[src/rtl/bist_signature_analyzer_pkg.sv]
// ---------------------------------------------------------------------------
// bist_signature_analyzer_pkg
//   Shared definitions for the BIST signature analyzer slice:
//   - FSM state encoding of the analyzer (IDLE / COMPACT / DONE)
//   - default MISR polynomial, seed, golden signature and run length
//   Imported by the analyzer top.
// ---------------------------------------------------------------------------
package bist_signature_analyzer_pkg;

   typedef enum logic [1:0] {
      ST_IDLE    = 2'd0,
      ST_COMPACT = 2'd1,
      ST_DONE    = 2'd2
   } bist_state_t;

   localparam int          DEF_W       = 16;
   localparam logic [15:0] DEF_POLY    = 16'h1021;
   localparam logic [15:0] DEF_SEED    = 16'hFFFF;
   localparam logic [15:0] DEF_GOLDEN  = 16'h0000;
   localparam int          DEF_NCYCLES = 650;

endpackage

[src/rtl/bist_signature_analyzer_misr.sv]
// ---------------------------------------------------------------------------
// bist_misr
//   W-bit Galois multiple-input signature register (MSB-out feedback).
//   Kept free of analyzer specifics so the pattern generator can reuse it.
//
//   Ports
//     clk    in  1  rising-edge clock
//     reset  in  1  synchronous active-low reset, clears the register
//     load   in  1  load seed (priority over en)
//     seed   in  W  value loaded on load
//     en     in  1  compact one data word this cycle
//     data   in  W  word folded into the register when en=1
//     misr   out W  register contents
// ---------------------------------------------------------------------------
module bist_misr #(
   parameter int             W    = 16,
   parameter logic [W-1:0]   POLY = W'(16'h1021)
) (
   input  logic         clk,
   input  logic         reset,
   input  logic         load,
   input  logic [W-1:0] seed,
   input  logic         en,
   input  logic [W-1:0] data,
   output logic [W-1:0] misr
);

   logic [W-1:0] feedback;
   logic [W-1:0] misr_next;

   // Bit shifted out of the MSB selects whether the taps are folded back in.
   always_comb begin
      feedback  = misr[W-1] ? POLY : '0;
      misr_next = {misr[W-2:0], 1'b0} ^ feedback ^ data;
   end

   always_ff @(posedge clk) begin
      if (!reset) begin
         misr <= '0;
      end else if (load) begin
         misr <= seed;
      end else if (en) begin
         misr <= misr_next;
      end
   end

endmodule

[src/rtl/bist_signature_analyzer.sv]
// ---------------------------------------------------------------------------
// bist_signature_analyzer
//   Consumes the BIST controller's init / running / finish strobes, compacts
//   the CUT response words into a MISR signature, counts compacted cycles and
//   on finish registers a pass/fail verdict against GOLDEN / NCYCLES. The
//   verdict is held until the next init.
//
//   Optional feature macro: SIG_READOUT_EN
//     When defined, a rd_start pulse in DONE serially shifts a copy of the
//     signature out MSB-first on rd_data, qualified by rd_valid (W cycles).
//
//   Ports
//     clk        in  1  rising-edge clock
//     reset      in  1  synchronous active-low reset
//     init       in  1  start of run: load SEED, clear count and verdict
//     running    in  1  one response word per high cycle (COMPACT only)
//     finish     in  1  end of run: register the verdict (COMPACT only)
//     resp_data  in  W  CUT response word
//     busy       out 1  FSM in COMPACT
//     done       out 1  verdict valid (FSM in DONE)
//     pass       out 1  done and signature/count both matched
//     fail       out 1  done and not pass
//     rd_start   in  1  (SIG_READOUT_EN) start serial readout
//     rd_data    out 1  (SIG_READOUT_EN) serial signature bit
//     rd_valid   out 1  (SIG_READOUT_EN) rd_data qualifier
//     signature  out W  current MISR contents
//
//   Handshake: the controller strobes are plain qualifiers, no ready path;
//   rd_valid is a pure valid with no back-pressure - the consumer must take
//   one bit per cycle while it is high.
// ---------------------------------------------------------------------------
module bist_signature_analyzer
   import bist_signature_analyzer_pkg::*;
#(
   parameter int           W       = DEF_W,
   parameter logic [W-1:0] POLY    = W'(DEF_POLY),
   parameter logic [W-1:0] SEED    = W'(DEF_SEED),
   parameter logic [W-1:0] GOLDEN  = W'(DEF_GOLDEN),
   parameter int           NCYCLES = DEF_NCYCLES
) (
   input  logic         clk,
   input  logic         reset,
   input  logic         init,
   input  logic         running,
   input  logic         finish,
   input  logic [W-1:0] resp_data,
   output logic         busy,
   output logic         done,
   output logic         pass,
   output logic         fail,
`ifdef SIG_READOUT_EN
   input  logic         rd_start,
   output logic         rd_data,
   output logic         rd_valid,
`endif
   output logic [W-1:0] signature
);

   // One spare bit beyond what NCYCLES needs so an overlong run saturates
   // above NCYCLES instead of wrapping back onto it.
   localparam int CW = $clog2(NCYCLES + 1) + 1;

   bist_state_t   state;
   logic [CW-1:0] count;
   logic          misr_load;
   logic          misr_en;
   logic          verdict_ok;

   // init wins over everything; a finish cycle drops its running sample.
   assign misr_load  = init;
   assign misr_en    = (state == ST_COMPACT) && running && !finish && !init;
   assign verdict_ok = (signature == GOLDEN) && (count == CW'(NCYCLES));

   bist_misr #(
      .W    (W),
      .POLY (POLY)
   ) u_misr (
      .clk   (clk),
      .reset (reset),
      .load  (misr_load),
      .seed  (SEED),
      .en    (misr_en),
      .data  (resp_data),
      .misr  (signature)
   );

   // FSM, cycle counter and registered verdict.
   always_ff @(posedge clk) begin
      if (!reset) begin
         state <= ST_IDLE;
         count <= '0;
         busy  <= 1'b0;
         done  <= 1'b0;
         pass  <= 1'b0;
         fail  <= 1'b0;
      end else if (init) begin
         state <= ST_COMPACT;
         count <= '0;
         busy  <= 1'b1;
         done  <= 1'b0;
         pass  <= 1'b0;
         fail  <= 1'b0;
      end else begin
         case (state)
            ST_COMPACT: begin
               if (finish) begin
                  state <= ST_DONE;
                  busy  <= 1'b0;
                  done  <= 1'b1;
                  pass  <= verdict_ok;
                  fail  <= !verdict_ok;
               end else if (running) begin
                  if (count != '1) begin
                     count <= count + 1'b1;
                  end
               end
            end
            ST_DONE: begin
               state <= ST_DONE;
            end
            default: begin
               state <= ST_IDLE;
            end
         endcase
      end
   end

`ifdef SIG_READOUT_EN
   localparam int RW = $clog2(W + 1);

   logic [W-1:0]  rd_shift;
   logic [RW-1:0] rd_left;

   // rd_shift holds the bits not yet presented; rd_left counts them.
   always_ff @(posedge clk) begin
      if (!reset) begin
         rd_shift <= '0;
         rd_left  <= '0;
         rd_valid <= 1'b0;
         rd_data  <= 1'b0;
      end else if (init) begin
         rd_shift <= '0;
         rd_left  <= '0;
         rd_valid <= 1'b0;
         rd_data  <= 1'b0;
      end else if (rd_valid) begin
         if (rd_left == '0) begin
            rd_valid <= 1'b0;
            rd_data  <= 1'b0;
         end else begin
            rd_data  <= rd_shift[W-1];
            rd_shift <= {rd_shift[W-2:0], 1'b0};
            rd_left  <= rd_left - 1'b1;
         end
      end else if (rd_start && (state == ST_DONE)) begin
         rd_valid <= 1'b1;
         rd_data  <= signature[W-1];
         rd_shift <= {signature[W-2:0], 1'b0};
         rd_left  <= RW'(W - 1);
      end
   end
`endif

endmodule

[config.mk]
export PLATFORM = sky130hd
export DESIGN_NAME = bist_signature_analyzer
export DESIGN_NICKNAME = d
export VERILOG_FILES = /design/src/rtl/bist_signature_analyzer_pkg.sv /design/src/rtl/bist_signature_analyzer_misr.sv /design/src/rtl/bist_signature_analyzer.sv
export SDC_FILE = /design/constraint.sdc
export NUM_CORES = 1
export LEC_CHECK = 0
export CORE_UTILIZATION = 55
export CTS_BUF_LIST = sky130_fd_sc_hd__clkbuf_4
export CTS_CLUSTER_DIAMETER = 30
export DETAILED_ROUTE_END_ITERATION = 8
export PLACE_DENSITY = 0.93
export SLEW_MARGIN = 40
export SYNTH_ARGS = -nofsm -noshare
export SYNTH_HDL_FRONTEND = slang
export SYNTH_HIERARCHICAL = 1
export SYNTH_SLANG_ARGS = --single-unit
export TNS_END_PERCENT = 100
[constraint.sdc]
create_clock -name clk -period 4 [get_ports clk]
set_input_delay 1.2 -clock clk [delete_from_list [all_inputs] [get_ports clk]]
set_output_delay 1.2 -clock clk [all_outputs]
set_load 0.02 [all_outputs]
==> qor.txt, run 1 <==
Routed WL per cell: 13.42 um
R2R Path End: u_misr/misr[5]$_SDFFE_PN0P_
hold_buf cts: 0
first-iteration detailed-routing DRC count: 55
reg-to-reg slack, setup: 2.01 ns
kind of critical path: input pin to flip-flop
drc violations: 0
Cell Pwr Density: 287.8 mW/mm2
Critical Path Source Type: input pin
register area share after synthesis: 0.3729
most frequent cells in the layout: clkdlybuf4s50_1 (40), dfxtp_1 (33), nand3_1 (17)
dpl cells: 287
dpl hpwl: 2.924 mm
Boundary Pins: 41
setup TNS: 0 ns
unrepaired setup endpoints after global routing: false
clock tree from TritonCTS: yes
outcome: finished clean
final hold vios: 0
Buffers & Inverters on Critical Path: 3
die area: 0.003452 mm2
most common cell after layout, fill and taps aside: clkdlybuf4s50_1
Worst VDD drop: 0.0001980 V
root buffer cell: clkbuf_4
CP top delay family: buffers and inverters
H-tree depth: 2
hold path depth: 2
Post-CTS Setup Inserts: 0
die height: 58.76 um
worst-path fanout max: 17
CTS clk-pin slew, worst paths: 0.10 ns
CP max stage delay: 0.50 ns
crit-path cells: clkdlybuf4s50_1 -> and3b_1 -> nor2b_2 -> buf_4 -> inv_1 -> a21oi_1 -> a21oi_2
clk sinks: 33
HP Start: done$_SDFFE_PP0P_
hold crit path type: flip-flop to flip-flop
top post-synthesis cells by area: dfxtp_1 (37%), mux2i_1 (7.9%), xor2_1 (6.9%), nand3_1 (4.8%), a21oi_1 (4.0%)
post-DR vias/cell: 5.446
Synth area leader: dfxtp_1
fraction of registers with async set/reset: 0
Final setup viols: 0
largest net degree at the start of global routing: 23
Cell Count, Final, Fillers Out: 294
Cell Area, Synth: 0.001772 mm2
Netlist cell types: 41
# port buffers: 40
Post-Route WL: 3.946 mm
CP arrival: 3.04 ns
vias in the first global route: 1482
f_max: 0.3574 GHz
initial antenna violation count: 0
worst-skew pair later-pin latency: 0.34 ns
Area Overhead vs Synth: 29.10%
Reg2Reg Depth: 8
Hold Path End: done$_SDFFE_PP0P_
CTS buffer count: 5
Die W: 58.76 um
flops & latches, synth: 33
via count: 1601
share of layout cells above drive strength 1: 0.05600
grt ovf: 0
post-route minimum period: 2.798 ns
Tcrit/Tclk final: 0.6995
initial core utilization: 0.5803
post-place instance area: 0.002238 mm2
gr usage total: 0.2559
Diodes inserted: 0
Slew Limit Fails: 0
Slowest-stage cell, CP: clkdlybuf4s50_1
Slew @ Worst Pin: 0.6538 ns
max cap viols: 0
final instance area: 0.002287 mm2
share of the synthesized area in the top cell type: 0.3729
synth warn: 6
final RePlAce weighted congestion: 0.8474
Routed Antenna Nets: 0
area of the core: 0.003053 mm2
Resize count post-CTS: 0
worst relative slew slack: 0.5608
Worst EP required: 4.24 ns
top_reg_cell synth: dfxtp_1
Mapped Cells: 194
global-route wire length before repair: 6.520 mm
Row Count: 20
CTS Buffer Depth: 2
nets: 274
Post-synth EDFFs: 0
FF-to-FF Start: state[1]$_SDFFE_PP0P_
Synth Area per Inst: 9.132 um2
CP Capture Type: flip-flop
Pleak: 0.8240 nW
Layout Skew: 0.006928 ns
number of detailed-route iterations in the first pass: 5
-- synth_stat cells (2+ instances only) --
cell,count
a211oi_1,2
a21oi_1,14
and2_1,2
buf_4,3
clkbuf_1,3
dfxtp_1,33
ha_1,3
inv_1,7
mux2i_1,14
nand2_1,8
nand3_1,17
nand4_1,4
nor2_1,6
nor2b_1,3
nor3_1,4
nor4_1,3
nor4b_1,3
o21a_1,3
o21ai_0,7
o21ai_1,11
o31ai_1,5
or3_1,2
or4_1,5
xor2_1,14
xor3_1,2
-- power by group --
part,total (mW),internal [mW],switching (mW)
clock,0.181,0.0705,0.111
combinational,0.120,0.0643,0.0561
sequential,0.357,0.341,0.0154
total,0.658,0.476,0.182
-- cell type report --
type / count / area, um2
multi-input combinational: 159 / 1067
tap: 44 / 55.05
clock buffer: 6 / 45.04
timing repair buffer: 43 / 422.9
fill: 223 / 765.7
sequential: 33 / 660.6
inverter: 8 / 32.53
clock inverter: 1 / 3.754
-- flip-flops by register name, indices dropped and copies added, names as in the netlist --
signal / cells
count: 11
pass: 1
fail: 1
state: 2
done: 1
u_misr/misr: 16
busy: 1
-- routing by layer --
layer	GRT usage	part of all wire	wire [um]	up-vias
met5	0	0	0	-
met4	0.1224	0.020	79	0
li1	-	-	-	802
met2	0.4172	0.50	1965	46
met3	0.07253	0.048	188	8
met1	0.3100	0.43	1712	745
-- worst max-delay path by stage --
stage,start,to,slack [ns],cells past startpoint
after floorplan,finish,count[9]$_SDFFE_PP0P_,1.64,5
after global routing,finish,u_misr/misr[12]$_SDFFE_PN0P_,1.12,7
after detailed placement,finish,u_misr/misr[5]$_SDFFE_PN0P_,0.85,7
after CTS,finish,u_misr/misr[5]$_SDFFE_PN0P_,1.23,7
final,finish,u_misr/misr[5]$_SDFFE_PN0P_,1.20,7
after global placement,finish,u_misr/misr[5]$_SDFFE_PN0P_,0.96,7
-- worst register-to-register path: cells and delay by family, from the launching register on --
family / cells / cell delay (ns)
AND/OR/NAND/NOR: 2 / 0.62
buffers and inverters: 3 / 0.45
flip-flops: 1 / 0.32
AO/OA/AOI/OAI: 2 / 0.27
adder cells (fa/ha/maj): 1 / 0.25
-- metrics by stage --
| stage | utilization | hold slack (ns) | worst slack [ns] | power, mW |
|---|---|---|---|---|
| global route | 0.7492 | 0.5074 | 1.123 | 0.6876 |
| finish | 0.7492 | 0.4838 | 1.202 | 0.6582 |
| CTS | 0.7492 | 0.4853 | 1.229 | 0.6578 |
| global placement | 0.7332 | 0.4615 | 0.9560 | 0.4815 |
| detailed placement | 0.7332 | 0.4598 | 0.8522 | 0.4841 |
| floorplan | - | 0.4714 | 1.641 | 0.4286 |
-- kinds of logic after synthesis --
logic type / after synthesis / share of synthesized area
compound gates: 45 / 0.1476
xor+xnor: 16 / 0.09605
fa+ha+maj: 3 / 0.02119
buf+inv: 17 / 0.05791
flops: 33 / 0.3729
mux: 14 / 0.07909
other cells: 1 / 0.002117
simple gates: 65 / 0.2232
Power figures use the tool's default switching activity.
==> run 2: changes to the inputs <==
Settings changed: CORE_UTILIZATION 55 to 51, PLACE_DENSITY 0.93 to 0.87.
Clock period 4 ns to 2.61 ns, I/O delays scaled along.
==> run 2 against run 1 <==
Compared with the run above: worst setup slack got worse by 0.86 ns; non-clock buffer count rose by 6; sequential power rose by 53%; wire length fell by 1.7%; critical path type is now flip-flop to primary output; largest cell class unchanged; highest routed layer unchanged.
==> qor.txt, run 2 (same netlist as run 1, synthesis figures left out) <==
outcome: finished clean (unchanged)
unrepaired setup endpoints after global routing: false (unchanged)
PnR worst setup slack: 0.3461 ns (was 1.202 ns)
Place WS: 0.07455 ns (was 0.8522 ns)
initial antenna violation count: 0 (unchanged)
Routed WL per cell: 12.80 um (was 13.42 um)
final RePlAce weighted congestion: 0.8565 (was 0.8474)
Post-Route WL: 3.878 mm (was 3.946 mm)
hold_buf cts: 0 (unchanged)
f_max: 0.4417 GHz
CP arrival: 1.48 ns (was 3.04 ns)
post-layout util: 0.7000 (was 0.7492)
CTS buffer count: 5 (unchanged)
number of detailed-route iterations in the first pass: 4 (was 5)
Worst EP required: 1.83 ns (was 4.24 ns)
grt ovf: 0 (unchanged)
HP Start: done$_SDFFE_PP0P_ (unchanged)
Largest regs: u_misr/misr: 16 flops, count: 11 flops, state: 2 flops (unchanged)
number of flip-flops in the largest register: 16 (unchanged)
worst-skew pair later-pin latency: 0.34 ns (about the same)
initial core utilization: 0.5309 (was 0.5803)
Slowest-stage cell, CP: clkdlybuf4s50_1 (unchanged)
vias in the first global route: 1469 (was 1482)
filler cell count: 270 (was 223)
drc violations: 0 (unchanged)
Slew @ Worst Pin: 0.6652 ns (was 0.6538 ns)
Pleak: 0.8540 nW (was 0.8240 nW)
setup TNS: 0 ns (unchanged)
CP Capture Type: primary output (was flip-flop)
# port buffers: 40 (unchanged)
Routed Antenna Nets: 0 (unchanged)
root buffer cell: clkbuf_4 (unchanged)
first-iteration detailed-routing DRC count: 102 (was 55)
clk sinks: 33 (unchanged)
H-tree depth: 2 (unchanged)
dpl hpwl: 2.932 mm (was 2.924 mm)
hold crit path type: flip-flop to flip-flop (unchanged)
CP top delay family: buffers and inverters (unchanged)
Boundary Pins: 41 (unchanged)
FF-to-FF Start: state[1]$_SDFFE_PP0P_ (unchanged)
Area Overhead vs Synth: 31.85% (was 29.10%)
clock tree from TritonCTS: yes (unchanged)
global-route wire length before repair: 6.561 mm (was 6.520 mm)
register area: 660.6 um2 (unchanged)
area occupied by multi-input gates: 0.001067 mm2 (unchanged)
die height: 60.94 um (was 58.76 um)
post-route minimum period: 2.264 ns
Reg2Reg Depth: 7 (was 8)
Cell Pwr Density: 431.3 mW/mm2 (was 287.8 mW/mm2)
crit-path cells: clkdlybuf4s50_1 (was clkdlybuf4s50_1 -> and3b_1 -> nor2b_2 -> buf_4 -> inv_1 -> a21oi_1 -> a21oi_2)
worst hold margin: 0.4885 ns (was 0.4838 ns)
Resize count post-CTS: 0 (unchanged)
reg-to-reg slack, setup: 0.65 ns (was 2.01 ns)
worst relative slew slack: 0.5531 (was 0.5608)
die area: 0.003714 mm2 (was 0.003452 mm2)
hold path depth: 2 (unchanged)
nets: 280 (was 274)
CTS clk-pin slew, worst paths: 0.10 ns (about the same)
post-DR vias/cell: 5.347 (was 5.446)
area of the core: 0.003337 mm2 (was 0.003053 mm2)
largest net degree at the start of global routing: 18 (was 23)
Slew Limit Fails: 0 (unchanged)
Post-CTS Setup Inserts: 0 (unchanged)
Die W: 60.94 um (was 58.76 um)
Hold Path End: done$_SDFFE_PP0P_ (unchanged)
R2R Path End: u_misr/misr[2]$_SDFFE_PN0P_ (was u_misr/misr[5]$_SDFFE_PN0P_)
CTS Buffer Depth: 2 (unchanged)
Diodes inserted: 0 (unchanged)
most common cell after layout, fill and taps aside: clkdlybuf4s50_1 (unchanged)
Layout Skew: 0.004545 ns (was 0.006928 ns)
Row Count: 21 (was 20)
final hold vios: 0 (unchanged)
Tcrit/Tclk final: 0.8674
share of layout cells above drive strength 1: 0.07782 (was 0.05600)
Worst VDD drop: 0.0002782 V (was 0.0001980 V)
Buffers & Inverters on Critical Path: 1 (was 3)
most frequent cells in the layout: clkdlybuf4s50_1 (40), dfxtp_1 (33), nand3_1 (17) (unchanged)
gr usage total: 0.2467 (was 0.2559)
worst-path fanout max: 6 (was 17)
Overall Power: 1.007 mW (was 0.6582 mW)
Critical Path Source Type: flip-flop (was input pin)
via count: 1620 (was 1601)
max cap viols: 0 (unchanged)
kind of critical path: flip-flop to primary output (was input pin to flip-flop)
Top reg by flops: u_misr/misr (unchanged)
Final setup viols: 0 (unchanged)
CP max stage delay: 0.66 ns (was 0.50 ns)
run 2: cell count changes in the layout (fill, tap and decap cells not counted):
cell      change
clkinv_2      +1
clkbuf_4      -1
buf_4         +6
clkinv_1      +1
run 2: cell type report:
class,instances,share of cell area
timing repair buffer,49,0.2003
tap,46,0.02464
sequential,33,0.2828
inverter,8,0.01393
clock buffer,5,0.01607
multi-input combinational,159,0.4569
clock inverter,3,0.005356
run 2: how the worst max path moves through the flow:
| stage | from | to | cells past startpoint |
|---|---|---|---|
| 3_3_place_gp | finish | u_misr/misr[10]$_SDFFE_PN0P_ | 6 |
| 4_1_cts | u_misr/misr[15]$_SDFFE_PN0P_ | signature[15] | 1 |
| 6_report | u_misr/misr[15]$_SDFFE_PN0P_ | signature[15] | 1 |
| 2_1_floorplan | finish | count[9]$_SDFFE_PP0P_ | 5 |
| 5_1_grt | u_misr/misr[15]$_SDFFE_PN0P_ | signature[15] | 1 |
| 3_5_place_dp | finish | u_misr/misr[14]$_SDFFE_PN0P_ | 6 |
run 2: metal layers:
layer	global-route usage	wire (um)	part of all wire
met1	0.3094	1713	0.44
met2	0.4097	1917	0.49
met3	0.04478	187	0.048
met4	0.1169	60	0.015
met5	0	0	0
run 2: through the flow:
stage | cell area, um2 | cells
final | 2336 | 303
after floorplan | 1828 | 209
after global routing | 2336 | 303
after CTS | 2336 | 303
after global placement | 2286 | 295
after detailed placement | 2286 | 295
run 2: power by group:
group	leakage [nW]	switching, mW	internal, mW
registers	0.270	0.0235	0.523
logic	0.554	0.0868	0.103
clock network	0.0300	0.174	0.0972
==> run 3: changes to the inputs <==
Settings changed: CORE_UTILIZATION 51 to 46, CTS_CLUSTER_SIZE set to 8, PLACE_DENSITY 0.87 to 0.8, SKIP_LAST_GASP set to 1.
==> run 3 against run 2 <==
Compared with the run above: clock-buffer cell count unchanged; clock skew increased by 0.013 ns; critical path type unchanged; sequential share of layout area decreased by 0.58 points; critical path depth unchanged; critical endpoint unchanged; clock power increased by 46%; wire length increased by 6.3%; worst hold slack about the same; non-clock buffer count unchanged; maximum frequency decreased by 0.99%; die area increased by 11%; sequential power about the same; power increased by 13%.
==> qor.txt, run 3 (same netlist as run 1, synthesis figures left out) <==
outcome: finished clean (unchanged)
grt ovf: 0 (unchanged)
worst-skew pair later-pin latency: 0.35 ns (was 0.34 ns)
Slew Limit Fails: 0 (unchanged)
Overall Power: 1.136 mW (was 1.007 mW)
Pleak: 0.8706 nW (was 0.8540 nW)
clock tree from TritonCTS: yes (unchanged)
unrepaired setup endpoints after global routing: false (unchanged)
final hold vios: 0 (unchanged)
Diodes inserted: 0 (unchanged)
most frequent cells in the layout: clkdlybuf4s50_1 (40), dfxtp_1 (33), nand3_1 (17) (unchanged)
Largest regs: u_misr/misr: 16 flops, count: 11 flops, state: 2 flops (unchanged)
Buffers & Inverters on Critical Path: 1 (unchanged)
vias in the first global route: 1542 (was 1469)
R2R Path End: count[9]$_SDFFE_PP0P_ (was u_misr/misr[2]$_SDFFE_PN0P_)
drc violations: 0 (unchanged)
first-iteration detailed-routing DRC count: 73 (was 102)
register area: 660.6 um2 (unchanged)
initial core utilization: 0.4803 (was 0.5309)
filler cell count: 322 (was 270)
Row Count: 22 (was 21)
CTS Buffer Depth: 2 (unchanged)
max cap viols: 0 (unchanged)
area of the core: 0.003689 mm2 (was 0.003337 mm2)
clk sinks: 33 (unchanged)
Area Overhead vs Synth: 34.60% (was 31.85%)
Critical Path Source Type: flip-flop (unchanged)
worst-path fanout max: 6 (unchanged)
area occupied by multi-input gates: 0.001067 mm2 (unchanged)
reg-to-reg slack, setup: 0.67 ns (was 0.65 ns)
Slowest-stage cell, CP: clkdlybuf4s50_1 (unchanged)
root buffer cell: clkbuf_4 (unchanged)
Post-CTS Setup Inserts: 0 (unchanged)
hold crit path type: flip-flop to flip-flop (unchanged)
dpl cells: 297 (was 295)
share of layout cells above drive strength 1: 0.08560 (was 0.07782)
via count: 1601 (was 1620)
Hold Path End: done$_SDFFE_PP0P_ (unchanged)
worst relative slew slack: 0.5454 (was 0.5531)
dpl hpwl: 3.118 mm (was 2.932 mm)
Final setup viols: 0 (unchanged)
Boundary Pins: 41 (unchanged)
H-tree depth: 2 (unchanged)
kind of critical path: flip-flop to primary output (unchanged)
CP max stage delay: 0.67 ns (was 0.66 ns)
Worst EP required: 1.83 ns (about the same)
post-route minimum period: 2.286 ns (was 2.264 ns)
nets: 280 (unchanged)
Layout Skew: 0.01707 ns (was 0.004545 ns)
CP arrival: 1.50 ns (was 1.48 ns)
CP top delay family: buffers and inverters (unchanged)
crit-path cells: clkdlybuf4s50_1 (unchanged)
Routed WL per cell: 13.51 um (was 12.80 um)
FF-to-FF Start: state[1]$_SDFFE_PP0P_ (unchanged)
Resize count post-CTS: 0 (unchanged)
die area: 0.004104 mm2 (was 0.003714 mm2)
initial antenna violation count: 0 (unchanged)
hold_buf cts: 0 (unchanged)
Worst VDD drop: 0.0004711 V (was 0.0002782 V)
Post-Route WL: 4.121 mm (was 3.878 mm)
final RePlAce weighted congestion: 0.8325 (was 0.8565)
post-DR vias/cell: 5.249 (was 5.347)
f_max: 0.4374 GHz (was 0.4417 GHz)
die height: 64.06 um (was 60.94 um)
Place WS: 0.03149 ns (was 0.07455 ns)
largest net degree at the start of global routing: 15 (was 18)
number of detailed-route iterations in the first pass: 4 (unchanged)
CP Capture Type: primary output (unchanged)
number of flip-flops in the largest register: 16 (unchanged)
Tcrit/Tclk final: 0.8760 (was 0.8674)
gr usage total: 0.2181 (was 0.2467)
most common cell after layout, fill and taps aside: clkdlybuf4s50_1 (unchanged)
Die W: 64.06 um (was 60.94 um)
setup TNS: 0 ns (unchanged)
Reg2Reg Depth: 6 (was 7)
Top reg by flops: u_misr/misr (unchanged)
# port buffers: 40 (unchanged)
HP Start: done$_SDFFE_PP0P_ (unchanged)
CTS clk-pin slew, worst paths: 0.12 ns (was 0.10 ns)
global-route wire length before repair: 6.962 mm (was 6.561 mm)
Cell Count, Final, Fillers Out: 305 (was 303)
PnR worst setup slack: 0.3235 ns (was 0.3461 ns)
CTS buffer count: 5 (unchanged)
Slew @ Worst Pin: 0.6767 ns (was 0.6652 ns)
Cell Pwr Density: 476.5 mW/mm2 (was 431.3 mW/mm2)
hold path depth: 2 (unchanged)
Routed Antenna Nets: 0 (unchanged)
-- run 3: final cells by class --
| type | count | share of cell area |
|---|---|---|
| multi-input combinational | 159 | 0.4475 |
| sequential | 33 | 0.2770 |
| timing repair buffer | 49 | 0.2015 |
| tap | 48 | 0.02518 |
| clock inverter | 3 | 0.01941 |
| clock buffer | 5 | 0.01574 |
| inverter | 8 | 0.01364 |
-- run 3: through the flow --
step / instance area (um2) / hold slack (ns) / utilization
after floorplan: 1828 / 0.4714 / -
after global placement: 2301 / 0.4470 / 0.6238
after detailed placement: 2301 / 0.4613 / 0.6238
after CTS: 2385 / 0.4910 / 0.6465
after global routing: 2385 / 0.5129 / 0.6465
final: 2385 / 0.4884 / 0.6465
-- run 3: worst max-delay path by stage --
| stage | from | endpoint | slack, ns | cells after the start |
|---|---|---|---|---|
| 6_report | u_misr/misr[15]$_SDFFE_PN0P_ | signature[15] | 0.32 | 1 |
| 5_1_grt | u_misr/misr[15]$_SDFFE_PN0P_ | signature[15] | 0.28 | 1 |
| 4_1_cts | u_misr/misr[15]$_SDFFE_PN0P_ | signature[15] | 0.32 | 1 |
| 3_5_place_dp | finish | count[9]$_SDFFE_PP0P_ | 0.03 | 5 |
| 3_3_place_gp | finish | u_misr/misr[9]$_SDFFE_PN0P_ | 0.09 | 6 |
| 2_1_floorplan | finish | count[9]$_SDFFE_PP0P_ | 0.67 | 5 |
-- run 3: metal layers --
metal	track usage	share of wire	routed length (um)
met4	0.05682	0.013	52
met2	0.3856	0.49	2011
met5	0	0	0
met1	0.2563	0.46	1901
met3	0.06071	0.038	157
-- run 3: power breakdown --
group          total (mW)  leakage (nW)  internal [mW]  switching (mW)
clock network       0.395        0.0414          0.203           0.193
registers           0.548         0.270          0.523          0.0242
logic               0.193         0.559          0.106          0.0878
total                1.14         0.871          0.832           0.305
